`src/rtl/dec_pkg.sv`:
```
// Shared types and helpers for the 4-to-16 handshake decoder.
package dec_pkg;

  localparam int CODE_W   = 4;
  localparam int ONEHOT_W = 2 ** CODE_W;

  typedef enum logic [1:0] {
    EMPTY = 2'd0,
    FULL  = 2'd1,
    SKID  = 2'd2
  } dec_state_e;

  // Disabled decodes still produce a word, just an all-zero one.
  function automatic logic [ONEHOT_W-1:0] onehot_f(input logic [CODE_W-1:0] code,
                                                    input logic              en);
    onehot_f = en ? (ONEHOT_W'(1) << code) : '0;
  endfunction

endpackage

```
`src/rtl/decoder_4to16_hs_if.sv`:
```
// Valid/ready bus for the decoder: binary code in, one-hot word out.
interface decoder_4to16_hs_if #(
  parameter int CODE_W = dec_pkg::CODE_W
);
  localparam int ONEHOT_W = 2 ** CODE_W;

  logic                in_valid;
  logic                in_ready;
  logic [CODE_W-1:0]   in_code;
  logic                in_en;
  logic                out_valid;
  logic                out_ready;
  logic [ONEHOT_W-1:0] out_onehot;

  modport slave (
    input  in_valid, in_code, in_en, out_ready,
    output in_ready, out_valid, out_onehot
  );

  modport master (
    output in_valid, in_code, in_en, out_ready,
    input  in_ready, out_valid, out_onehot
  );

endinterface

```
`src/rtl/dec_skid_buf.sv`:
```
// Generic two-entry skid buffer; in_ready comes straight from a flop so the
// upstream side never sees a combinational path from out_ready.
module dec_skid_buf
  import dec_pkg::*;
#(
  parameter int W = 16
) (
  input  logic         clk,
  input  logic         rst_n,
  input  logic         in_valid,
  output logic         in_ready,
  input  logic [W-1:0] in_data,
  output logic         out_valid,
  input  logic         out_ready,
  output logic [W-1:0] out_data
);

  dec_state_e   state_reg, state_next;
  logic [W-1:0] main_reg, main_next;
  logic [W-1:0] skid_reg, skid_next;
  logic         in_ready_reg;
  logic         push, pop;

  assign push      = in_valid && in_ready_reg;
  assign pop       = (state_reg != EMPTY) && out_ready;
  assign in_ready  = in_ready_reg;
  assign out_valid = (state_reg != EMPTY);
  assign out_data  = main_reg;

  always_comb begin
    state_next = state_reg;
    main_next  = main_reg;
    skid_next  = skid_reg;
    case (state_reg)
      EMPTY: begin
        if (push) begin
          main_next  = in_data;
          state_next = FULL;
        end
      end
      FULL: begin
        if (push && pop) begin
          main_next = in_data;
        end else if (push) begin
          // Output stalled: park the newer word behind the held one.
          skid_next  = in_data;
          state_next = SKID;
        end else if (pop) begin
          state_next = EMPTY;
        end
      end
      SKID: begin
        if (pop) begin
          main_next  = skid_reg;
          state_next = FULL;
        end
      end
      default: state_next = EMPTY;
    endcase
  end

  always_ff @(posedge clk or negedge rst_n) begin
    if (!rst_n) begin
      state_reg    <= EMPTY;
      main_reg     <= '0;
      skid_reg     <= '0;
      in_ready_reg <= 1'b1;
    end else begin
      state_reg    <= state_next;
      main_reg     <= main_next;
      skid_reg     <= skid_next;
      in_ready_reg <= (state_next != SKID);
    end
  end

endmodule

```
`src/rtl/decoder_4to16_hs.sv`:
```
// Registered 4-to-16 one-hot decoder with valid/ready on both sides and a
// saturating accepted-transfer counter. Define DEC_SKID_EN for a skid buffer.
module decoder_4to16_hs
  import dec_pkg::*;
#(
  parameter int CNT_W = 8
) (
  input  logic               clk,
  input  logic               rst_n,
  decoder_4to16_hs_if.slave  bus,
  input  logic               cnt_clr,
  output logic [CNT_W-1:0]   xfer_cnt
);

  logic [ONEHOT_W-1:0] dec_word;
  logic                in_xfer;
  logic [CNT_W-1:0]    xfer_cnt_reg;

  assign dec_word = onehot_f(bus.in_code, bus.in_en);
  assign in_xfer  = bus.in_valid && bus.in_ready;

`ifdef DEC_SKID_EN
  dec_skid_buf #(
    .W (ONEHOT_W)
  ) u_skid (
    .clk       (clk),
    .rst_n     (rst_n),
    .in_valid  (bus.in_valid),
    .in_ready  (bus.in_ready),
    .in_data   (dec_word),
    .out_valid (bus.out_valid),
    .out_ready (bus.out_ready),
    .out_data  (bus.out_onehot)
  );
`else
  dec_state_e          state_reg, state_next;
  logic [ONEHOT_W-1:0] word_reg, word_next;
  logic                out_xfer;

  assign out_xfer       = bus.out_valid && bus.out_ready;
  assign bus.out_valid  = (state_reg == FULL);
  assign bus.out_onehot = word_reg;
  // A full register can still take a word on the cycle it is being drained.
  assign bus.in_ready   = (state_reg != FULL) || bus.out_ready;

  always_comb begin
    state_next = state_reg;
    word_next  = word_reg;
    case (state_reg)
      EMPTY: begin
        if (in_xfer) begin
          word_next  = dec_word;
          state_next = FULL;
        end
      end
      FULL: begin
        if (in_xfer) begin
          word_next = dec_word;
        end else if (out_xfer) begin
          state_next = EMPTY;
        end
      end
      default: state_next = EMPTY;
    endcase
  end

  always_ff @(posedge clk or negedge rst_n) begin
    if (!rst_n) begin
      state_reg <= EMPTY;
      word_reg  <= '0;
    end else begin
      state_reg <= state_next;
      word_reg  <= word_next;
    end
  end
`endif

  always_ff @(posedge clk or negedge rst_n) begin
    if (!rst_n) begin
      xfer_cnt_reg <= '0;
    end else if (cnt_clr) begin
      xfer_cnt_reg <= '0;
    end else if (in_xfer && (xfer_cnt_reg != '1)) begin
      xfer_cnt_reg <= xfer_cnt_reg + 1'b1;
    end
  end

  assign xfer_cnt = xfer_cnt_reg;

endmodule

```
`src/flat_wrapper.sv`:
```
// flat-port wrapper written by rule: the top's interface ports become plain ports
module decoder_4to16_hs_flat import dec_pkg::*;
#(
  parameter int CNT_W = 8
)
  (clk, rst_n, cnt_clr, xfer_cnt, bus_in_valid, bus_in_code, bus_in_en, bus_out_ready, bus_in_ready, bus_out_valid, bus_out_onehot);
  decoder_4to16_hs_if #(.CODE_W(4)) bus_i ();
  input  logic clk;
  input  logic rst_n;
  input  logic cnt_clr;
  output logic [CNT_W-1:0] xfer_cnt;
  input wire logic [$bits(bus_i.in_valid)-1:0] bus_in_valid;
  input wire logic [$bits(bus_i.in_code)-1:0] bus_in_code;
  input wire logic [$bits(bus_i.in_en)-1:0] bus_in_en;
  input wire logic [$bits(bus_i.out_ready)-1:0] bus_out_ready;
  output wire logic [$bits(bus_i.in_ready)-1:0] bus_in_ready;
  output wire logic [$bits(bus_i.out_valid)-1:0] bus_out_valid;
  output wire logic [$bits(bus_i.out_onehot)-1:0] bus_out_onehot;
  assign bus_i.in_valid = bus_in_valid;
  assign bus_i.in_code = bus_in_code;
  assign bus_i.in_en = bus_in_en;
  assign bus_i.out_ready = bus_out_ready;
  assign bus_in_ready = bus_i.in_ready;
  assign bus_out_valid = bus_i.out_valid;
  assign bus_out_onehot = bus_i.out_onehot;
  decoder_4to16_hs #(.CNT_W(CNT_W)) u_core (.clk(clk), .rst_n(rst_n), .bus(bus_i), .cnt_clr(cnt_clr), .xfer_cnt(xfer_cnt));
endmodule
```
`config.mk`:
```
export PLATFORM = sky130hd
export DESIGN_NAME = decoder_4to16_hs_flat
export DESIGN_NICKNAME = d
export VERILOG_FILES = /design/src/rtl/dec_pkg.sv /design/src/rtl/decoder_4to16_hs_if.sv /design/src/rtl/dec_skid_buf.sv /design/src/rtl/decoder_4to16_hs.sv /design/src/flat_wrapper.sv
export SDC_FILE = /design/constraint.sdc
export NUM_CORES = 1
export LEC_CHECK = 0
export CAP_MARGIN = 15
export CELL_PAD_IN_SITES_DETAIL_PLACEMENT = 1
export CELL_PAD_IN_SITES_GLOBAL_PLACEMENT = 2
export CORE_UTILIZATION = 37
export DETAILED_ROUTE_END_ITERATION = 8
export DONT_BUFFER_PORTS = 1
export PLACE_DENSITY = 0.84
export REMOVE_ABC_BUFFERS = 1
export SLEW_MARGIN = 20
export SYNTH_ARGS = -nofsm -noshare
export SYNTH_HDL_FRONTEND = slang
export SYNTH_SLANG_ARGS = --single-unit
```
`constraint.sdc`:
```
create_clock -name clk -period 1.85 [get_ports clk]
set_input_delay 0.185 -clock clk [delete_from_list [all_inputs] [get_ports clk]]
set_output_delay 0.185 -clock clk [all_outputs]
set_load 0.02 [all_outputs]
```
Word-level counts from Yosys, hierarchy flattened
Cells that the tools add are included.

Equality and inequality tests: 6. Add/sub/neg operators: 1. Div/mod/pow operators: 0. Shift-type cells: 1. Reduce and logical (&&, ||, !) cells: 9. Multiply operators: 0. $lt $le $gt $ge: 0. Multiplexer cells: 7. Bitwise gates (word level): 0.

Operators with widths (count): two-way mux 16 bit (1); two-way mux 8 bit (2); left shift 1 x 4 -> 16 bit (first input constant) (1); adder 8 x 1 -> 8 bit (second input constant) (1); inequality test 8 bit (second input constant) (1); two-way mux 2 bit (3); inequality test 2 x 1 -> 1 bit (second input constant) (2); inequality test 2 bit (second input constant) (2); one-hot mux 2 bit (2 select lines) (1); logical AND 1 bit (3); AND reduction 3 bit (1); equality test 2 x 1 -> 1 bit (second input constant) (1); zero test 2 bit (1); AND reduction 2 bit (1); nonzero test 2 bit (1); OR reduction 2 bit (1); logical OR 1 bit (1).

Memories: 0. Logic and storage cells: 27. Bits in read-only memories: 0. Output and inout bits: 26. Input port bits: 10. Memory bits (writable): 0. Register bits: 26. Bits in latches: 0.

Depth between registers and ports, before layout
Gate-level depths: netlist of run 1.

Depth after elaboration: 6. Gate-level depth with buffers: 6. Gate-level depth less buffers: 5.

Least setup slack after synthesis of run 1
No wires, ideal clock.

Kind: reg-to-reg. Start: register u_core.xfer_cnt_reg[0], in the netlist u_core.xfer_cnt[0]. End: register u_core.xfer_cnt_reg[3], in the netlist u_core.xfer_cnt[3]. Library setup time: 0.078 ns. Setup slack: 0.324 ns. Path buffers: 0. Arrival: 1.449 ns. Required time: 1.772 ns. Cell stages (with the launch flop): 6. Period minus slack after synthesis: 1.526 ns. Cells stage by stage: dfrtp_1 -> ha_1 -> nand3_1 -> o211ai_4 -> or3_1 -> a21oi_1.

Cells in the longest elaborated chain, start to end: 3. Elaborated cells between the ends (all ways): 6. Classes of those cells: add/sub (1); eq/ne (1); mux (2); reduce/logical (2).

RTL lines: start: declaration (line decoder_4to16_hs.sv:17) `logic [CNT_W-1:0] xfer_cnt_reg;`; start signal: assignment (line decoder_4to16_hs.sv:84) `xfer_cnt_reg <= xfer_cnt_reg + 1'b1;`; adder 8 x 1 -> 8 bit / inequality test 8 bit (equally long branches) (line decoder_4to16_hs.sv:84, decoder_4to16_hs.sv:83); two-way mux 8 bit / logical AND 1 bit (equally long branches) (line decoder_4to16_hs.sv:83) `end else if (in_xfer && (xfer_cnt_reg != '1)) begin`; two-way mux 8 bit / nonzero test 2 bit (equally long branches).

Parallel ways exist; a longest one is shown, timed or not. The select of a mux whose other input is x is not followed. A chain may end at the register's enable or synchronous reset.

Worst setup path after layout of run 1
Start: register u_core.state_reg[0]. End: register u_core.word_reg[6], in the netlist u_core.bus.out_onehot[6].

Cells in the longest elaborated chain, start to end: 4. Elaborated cells between the ends (all ways): 7. Classes of those cells: eq/ne (2); reduce/logical (5).

RTL lines: start: declaration (line decoder_4to16_hs.sv:36) `dec_state_e state_reg, state_next;`; start signal: assignment (line decoder_4to16_hs.sv:72) `state_reg <= state_next;`; inequality test 2 x 1 -> 1 bit (line decoder_4to16_hs.sv:44) `assign bus.in_ready = (state_reg != FULL) || bus.out_ready;`; logical OR 1 bit (line decoder_4to16_hs.sv:44); logical AND 1 bit (line decoder_4to16_hs.sv:20) `assign in_xfer = bus.in_valid && bus.in_ready;`; AND reduction 2 bit (no source line) *; end signal: assignment (line decoder_4to16_hs.sv:73) `word_reg <= word_next;`; end: declaration (line decoder_4to16_hs.sv:37) `logic [ONEHOT_W-1:0] word_reg, word_next;`.

Every way passes the cells marked *; elsewhere a longest branch is shown, timed or not.

==> results.tsv, run 1 <==
metric	value	unit
yosysUniqueCellTypes	33	
setup_tns	0	ps
cp.arrival	1880	ps
ys_top_cells_by_count	25 x dfrtp_1, 9 x a22o_1, 9 x nand2_1, 9 x nor2_1, 5 x o21ai_0	
dpl_worst_slack	265.0	ps
post_drt_wl_per_cell	19.69	microns
overflow	0	
cp-end-kind	flip-flop	
synth_edf_count	0	
area_growth	14.12	%
cts_max_level	1	
via_per_inst	5.993	
yosysTopAreaCell	dfrtp_1	
total_leakage_power	0.5965	nW
ys_ff_latch	25	
path_cells	nand2b_1, nand4_1, nor2_1, a22o_1	
max-clock-path-buffers	2	
fin_crit_sh	87.04	%
drtAntennaViolNets	0	
grt_antenna_before_repair	0	
worstSkewPairLatency	330	ps
grt_usage	18.17	%
port_buffers	0	
tritoncts	built	
criticalPathCategory	flip-flop to flip-flop	
drv_cap	0	
cp_slowest_cell	dfrtp_1	
setup_viol	0	
synth_area	1161	sq um
relSlewSlack	69.63	%
synth_area_leaders	dfrtp_1 54%, a22o_1 6.8%, mux2i_1 3.4%	
required	2120	ps
fp.dieH	58.02	microns
rrSetupSlack	240	ps
worst_pin_slew	455.6	ps
largest_reg_flops	16	
hpwlAfterDp	1970	microns
finalInstanceArea	1325	sq um
synth-warning-count	0	
ys_seq_area_share	53.88	%
grt_pass1_vias	891	
synthFlopType	dfrtp_1	
violations	design-rule violations	
vias	881	
wirelength	2894	microns
die_w	58.02	microns
post_cts_buffers	0	
max_stage_delay	480	ps
max_freq	621.1	MHz
power_density	721.3	nW/um^2
whs	18.92	ps
crit_fanout	9	
rsz0062_at_grt	no	
synth_most_common_cell	dfrtp_1	
finalHoldViolations	0	
synth.avg_cell_area	11.16	sq um
drt-pass1-iter-count	6	
ctsRootBufferMaster	clkbuf_4	
worst_hold_path.num_cells	1	
hold_path_end	u_core.bus.out_onehot[15]	
rr_endpoint	u_core.bus.out_onehot[6]	
p_total	0.9558	mW
numCtsBuffers	3	
synthArstFlopShare	100.0	%
synth_top_cell_area_share	53.88	%
initialDrtViolationCount	13	
grt_pass1_wl	4547	microns
clk_pin_slew	140	ps
fin_ws	239.8	ps
ir_drop	293.0	uV
startpoint_type	flip-flop	
row_count	19	
drcViolationCount	2	
post_cts_resized	0	
core-area	2853	sq um
cts_sinks	25	
r2r_start	u_core.state_reg[0]	
cts_hold_buf	6	
antenna_cells	0	
nets	128	
grt_max_degree	26	
drive_above_1_share	12.07	%
netlist_instances	104	
skew	1.221	ps
dpl-instance-area	1205	sq um
start_util	40.70	%
ios	36	
min_from	bus_in_code[1]	
min_period	1610	ps
min_path_type	input port to flip-flop	
fp.dieArea	3366	sq um
outcome	finished, violations left	
r2r_cells	4	
report.final.slew_viol_count	0	
routabilityCongestion	0.7801	
critical path, delay by kind of cell (launching register included):
kind	cells	cell delay, ps
AO/OA/AOI/OAI	1	210
flip-flops	1	480
AND/OR/NAND/NOR	3	860
area by class of cell:
| type | count | area, sq um |
|---|---|---|
| Sequential cell | 25 | 625.6 |
| Clock inverter | 1 | 7.507 |
| Multi-Input combinational cell | 71 | 495.5 |
| Timing Repair Buffer | 12 | 120.1 |
| Clock buffer | 3 | 22.52 |
| Inverter | 4 | 15.01 |
| Tap cell | 31 | 38.79 |
| Fill cell | 308 | 1528 |
stage by stage:
step,instances,utilization [%]
final,147,46.45
after detailed placement,135,42.24
after global routing,147,46.45
after floorplan,100,-
after global placement,135,42.24
after CTS,145,45.75
power by group:
| group | switching (mW) | internal, mW | leakage [nW] |
|---|---|---|---|
| clock | 0.176 | 0.0828 | 0.0139 |
| sequential | 0.0252 | 0.561 | 0.343 |
| combinational | 0.0654 | 0.0450 | 0.239 |
| total | 0.267 | 0.689 | 0.596 |
cell families after synthesis:
family,Yosys count,share of synthesized area (%)
flops,25,53.88
buf+inv,8,3.448
mux,4,3.448
compound gates,24,17.24
xor+xnor,1,0.7544
simple gates,41,20.15
fa+ha+maj,1,1.077
cell usage in the layout, fill, tap and decap left out, types with 2 or more instances in the layout:
master / synthesis / layout
a21oi_1: 2 / 2
a22o_1: 9 / 9
a32o_1: 3 / 3
buf_4: 0 / 4
clkbuf_4: 0 / 3
dfrtp_1: 25 / 25
dlygate4sd3_1: 0 / 7
inv_1: 4 / 4
mux2i_1: 4 / 4
nand2_1: 9 / 9
nand2b_1: 2 / 2
nand3_1: 4 / 4
nand4_1: 4 / 4
nor2_1: 9 / 9
nor2b_1: 2 / 2
nor3_1: 2 / 2
o21ai_0: 5 / 5
how the worst max path moves through the flow:
stage / start / end / slack, ps / depth (start not counted)
2_1_floorplan: u_core.state_reg[0] / u_core.bus.out_onehot[3] / 230 / 4
3_3_place_gp: u_core.state_reg[0] / u_core.bus.out_onehot[8] / 300 / 4
3_5_place_dp: u_core.state_reg[0] / u_core.bus.out_onehot[8] / 270 / 4
4_1_cts: u_core.state_reg[0] / bus_in_ready / 220 / 2
5_1_grt: u_core.state_reg[0] / u_core.bus.out_onehot[8] / 150 / 4
6_report: u_core.state_reg[0] / u_core.bus.out_onehot[6] / 240 / 4
metal layers:
layer	GRT usage, %	share of wire (%)	up-vias
met2	24.63	44	26
met4	9.184	1.7	0
li1	-	-	406
met3	7.589	8.2	4
met5	0	0	-
met1	24.78	46	445
Note: power is estimated with default switching activity, not from simulation.
==> run 2, diff against run 1 <==
Settings changed: ABC_CLOCK_PERIOD_IN_PS set to 1850.
==> results of run 2 <==
Final layout, timing and power as in run 1 (identical DEF).
==> run 3, diff against run 2 <==
Settings changed: ABC_CLOCK_PERIOD_IN_PS 1850 to not set, CORE_MARGIN set to 5, CORE_UTILIZATION 37 to 35, PLACE_DENSITY 0.84 to 0.81.
==> run 3 against run 2 <==
The flow now finishes without violations. Clock power grew 2%. First-iteration DRC count grew 120%. Die area grew 36%. Wire length grew 2.8%. Clock skew grew 0.91 ps. Setup slack gained 52 ps. Final area grew 1.4%. Sequential share of layout area shrank 0.66 points. Highest routed layer unchanged.
==> results.tsv, run 3 (synthesis results as in run 1) <==
metric	value	unit	change
outcome	finished clean		
ctsRootBufferMaster	clkbuf_4		
drtAntennaViolNets	0		unchanged
setup_tns	0	ps	unchanged
antenna_cells	0		unchanged
worst_pin_slew	363.7	ps	-91.90 ps
drv_cap	0		unchanged
port_buffers	0		unchanged
via_per_inst	5.346		-11%
start_util	35.35	%	-5.3 points
routabilityCongestion	0.7849		+0.62%
whs	15.51	ps	-3.409 ps
hpwlAfterDp	2177	microns	+11%
total_leakage_power	0.5965	nW	unchanged
drcViolationCount	0		-2
report.final.slew_viol_count	0		unchanged
skew	2.127	ps	+0.9058 ps
cts_max_level	1		unchanged
grt_max_degree	26		unchanged
relSlewSlack	75.66	%	+6.0 points
cp.arrival	1820	ps	-60 ps
core-area	3284	sq um	+15%
grt_antenna_before_repair	0		unchanged
nets	128		unchanged
drt-pass1-iter-count	4		-2
tritoncts	built		
rsz0062_at_grt	no		
die_w	67.60	microns	+17%
clk_pin_slew	150	ps	about the same
fin_util	40.91	%	-5.5 points
cp-end-kind	flip-flop		
cts_hold_buf	6		unchanged
cts_sinks	25		unchanged
fp.dieH	67.60	microns	+17%
post_drt_wl_per_cell	18.36	microns	-6.8%
numCtsBuffers	3		unchanged
row_count	21		+2
worstSkewPairLatency	330	ps	about the same
ir_drop	306.7	uV	+4.7%
max_freq	641.8	MHz	+3.3%
setup_viol	0		unchanged
crit_fanout	6		-3
fin_crit_sh	84.22	%	-2.8 points
dpl-instance-area	1224	sq um	+1.6%
fill_cells	367		+19%
power_density	714.6	nW/um^2	-0.93%
max-clock-path-buffers	2		unchanged
vias	866		-1.7%
grt_usage	14.10	%	-4.1 points
min_path_type	input port to flip-flop		
post_cts_resized	0		unchanged
ios	36		unchanged
criticalPathCategory	flip-flop to flip-flop		
min_period	1558	ps	-52.02 ps
grt_pass1_wl	4795	microns	+5.5%
finalHoldViolations	0		unchanged
wirelength	2974	microns	+2.8%
final_common_cell	dfrtp_1		
grt_pass1_vias	919		+3.1%
required	2110	ps	about the same
startpoint_type	flip-flop		
final_cell_mix	25 x dfrtp_1, 9 x nor2_1, 9 x a22o_1, 9 x nand2_1, 7 x dlygate4sd3_1		
area_growth	15.73	%	
finalInstanceArea	1344	sq um	+1.4%
drive_above_1_share	12.07	%	unchanged
overflow	0		unchanged
largest_reg_flops	16		unchanged
post_cts_buffers	0		unchanged
fp.dieArea	4569	sq um	+36%
initialDrtViolationCount	28		+15
run 3: cell counts in the layout (fill, tap and decap cells not counted):
Identical to the previous run, type by type.
run 3: final cells by class:
cell class	instances	area, sq um	area share (%)
timing repair buffer	12	120.1	8.939
multi-input combinational	71	495.5	36.87
sequential	25	625.6	46.55
clock inverter	1	7.507	0.5587
clock buffer	3	22.52	1.676
tap	46	57.56	4.283
inverter	4	15.01	1.117
run 3: power by group:
group	leakage (nW)	total [mW]	switching [mW]	internal, mW
sequential	0.343	0.584	0.0226	0.561
combinational	0.239	0.112	0.0671	0.0449
clock	0.0139	0.265	0.182	0.0828
total	0.596	0.960	0.271	0.689
run 3: worst paths after layout:
check | startpoint | to | slack (ps) | depth (start not counted)
max in group asynchronous | rst_n | u_core.xfer_cnt[3] | 1450 | 2
min in group asynchronous | rst_n | u_core.bus.out_onehot[9] | 250 | 2
min | bus_in_code[0] | u_core.bus.out_onehot[3] | 20 | 1
max reg2reg | u_core.xfer_cnt[0] | u_core.xfer_cnt[3] | 290 | 5
max | u_core.xfer_cnt[0] | u_core.xfer_cnt[3] | 290 | 5
min reg2reg | u_core.bus.out_onehot[11] | u_core.bus.out_onehot[11] | 640 | 2
run 3: critical path, cell delays in order, from the launching register on:
cell and delay (ps):
dfrtp_1 410, ha_1 280, nand3_1 190, o211ai_4 120
or3_1 320, a21oi_1 170
run 3: per-layer routing:
layer	vias to the layer above	GRT usage, %	routed length, microns
met5	-	0	0
met4	0	6.329	34
met3	4	4.825	214
met2	20	21.87	1442
met1	437	17.60	1282
li1	405	-	-
run 3: per-stage QoR:
stage / worst slack, ps / instances / power [mW]
after floorplan: 226.4 / 100 / 0.6487
after global placement: 400.7 / 150 / 0.6742
after detailed placement: 313.3 / 150 / 0.6765
after CTS: 280.4 / 160 / 0.9650
after global routing: 205.6 / 162 / 1.006
final: 291.9 / 162 / 0.9603
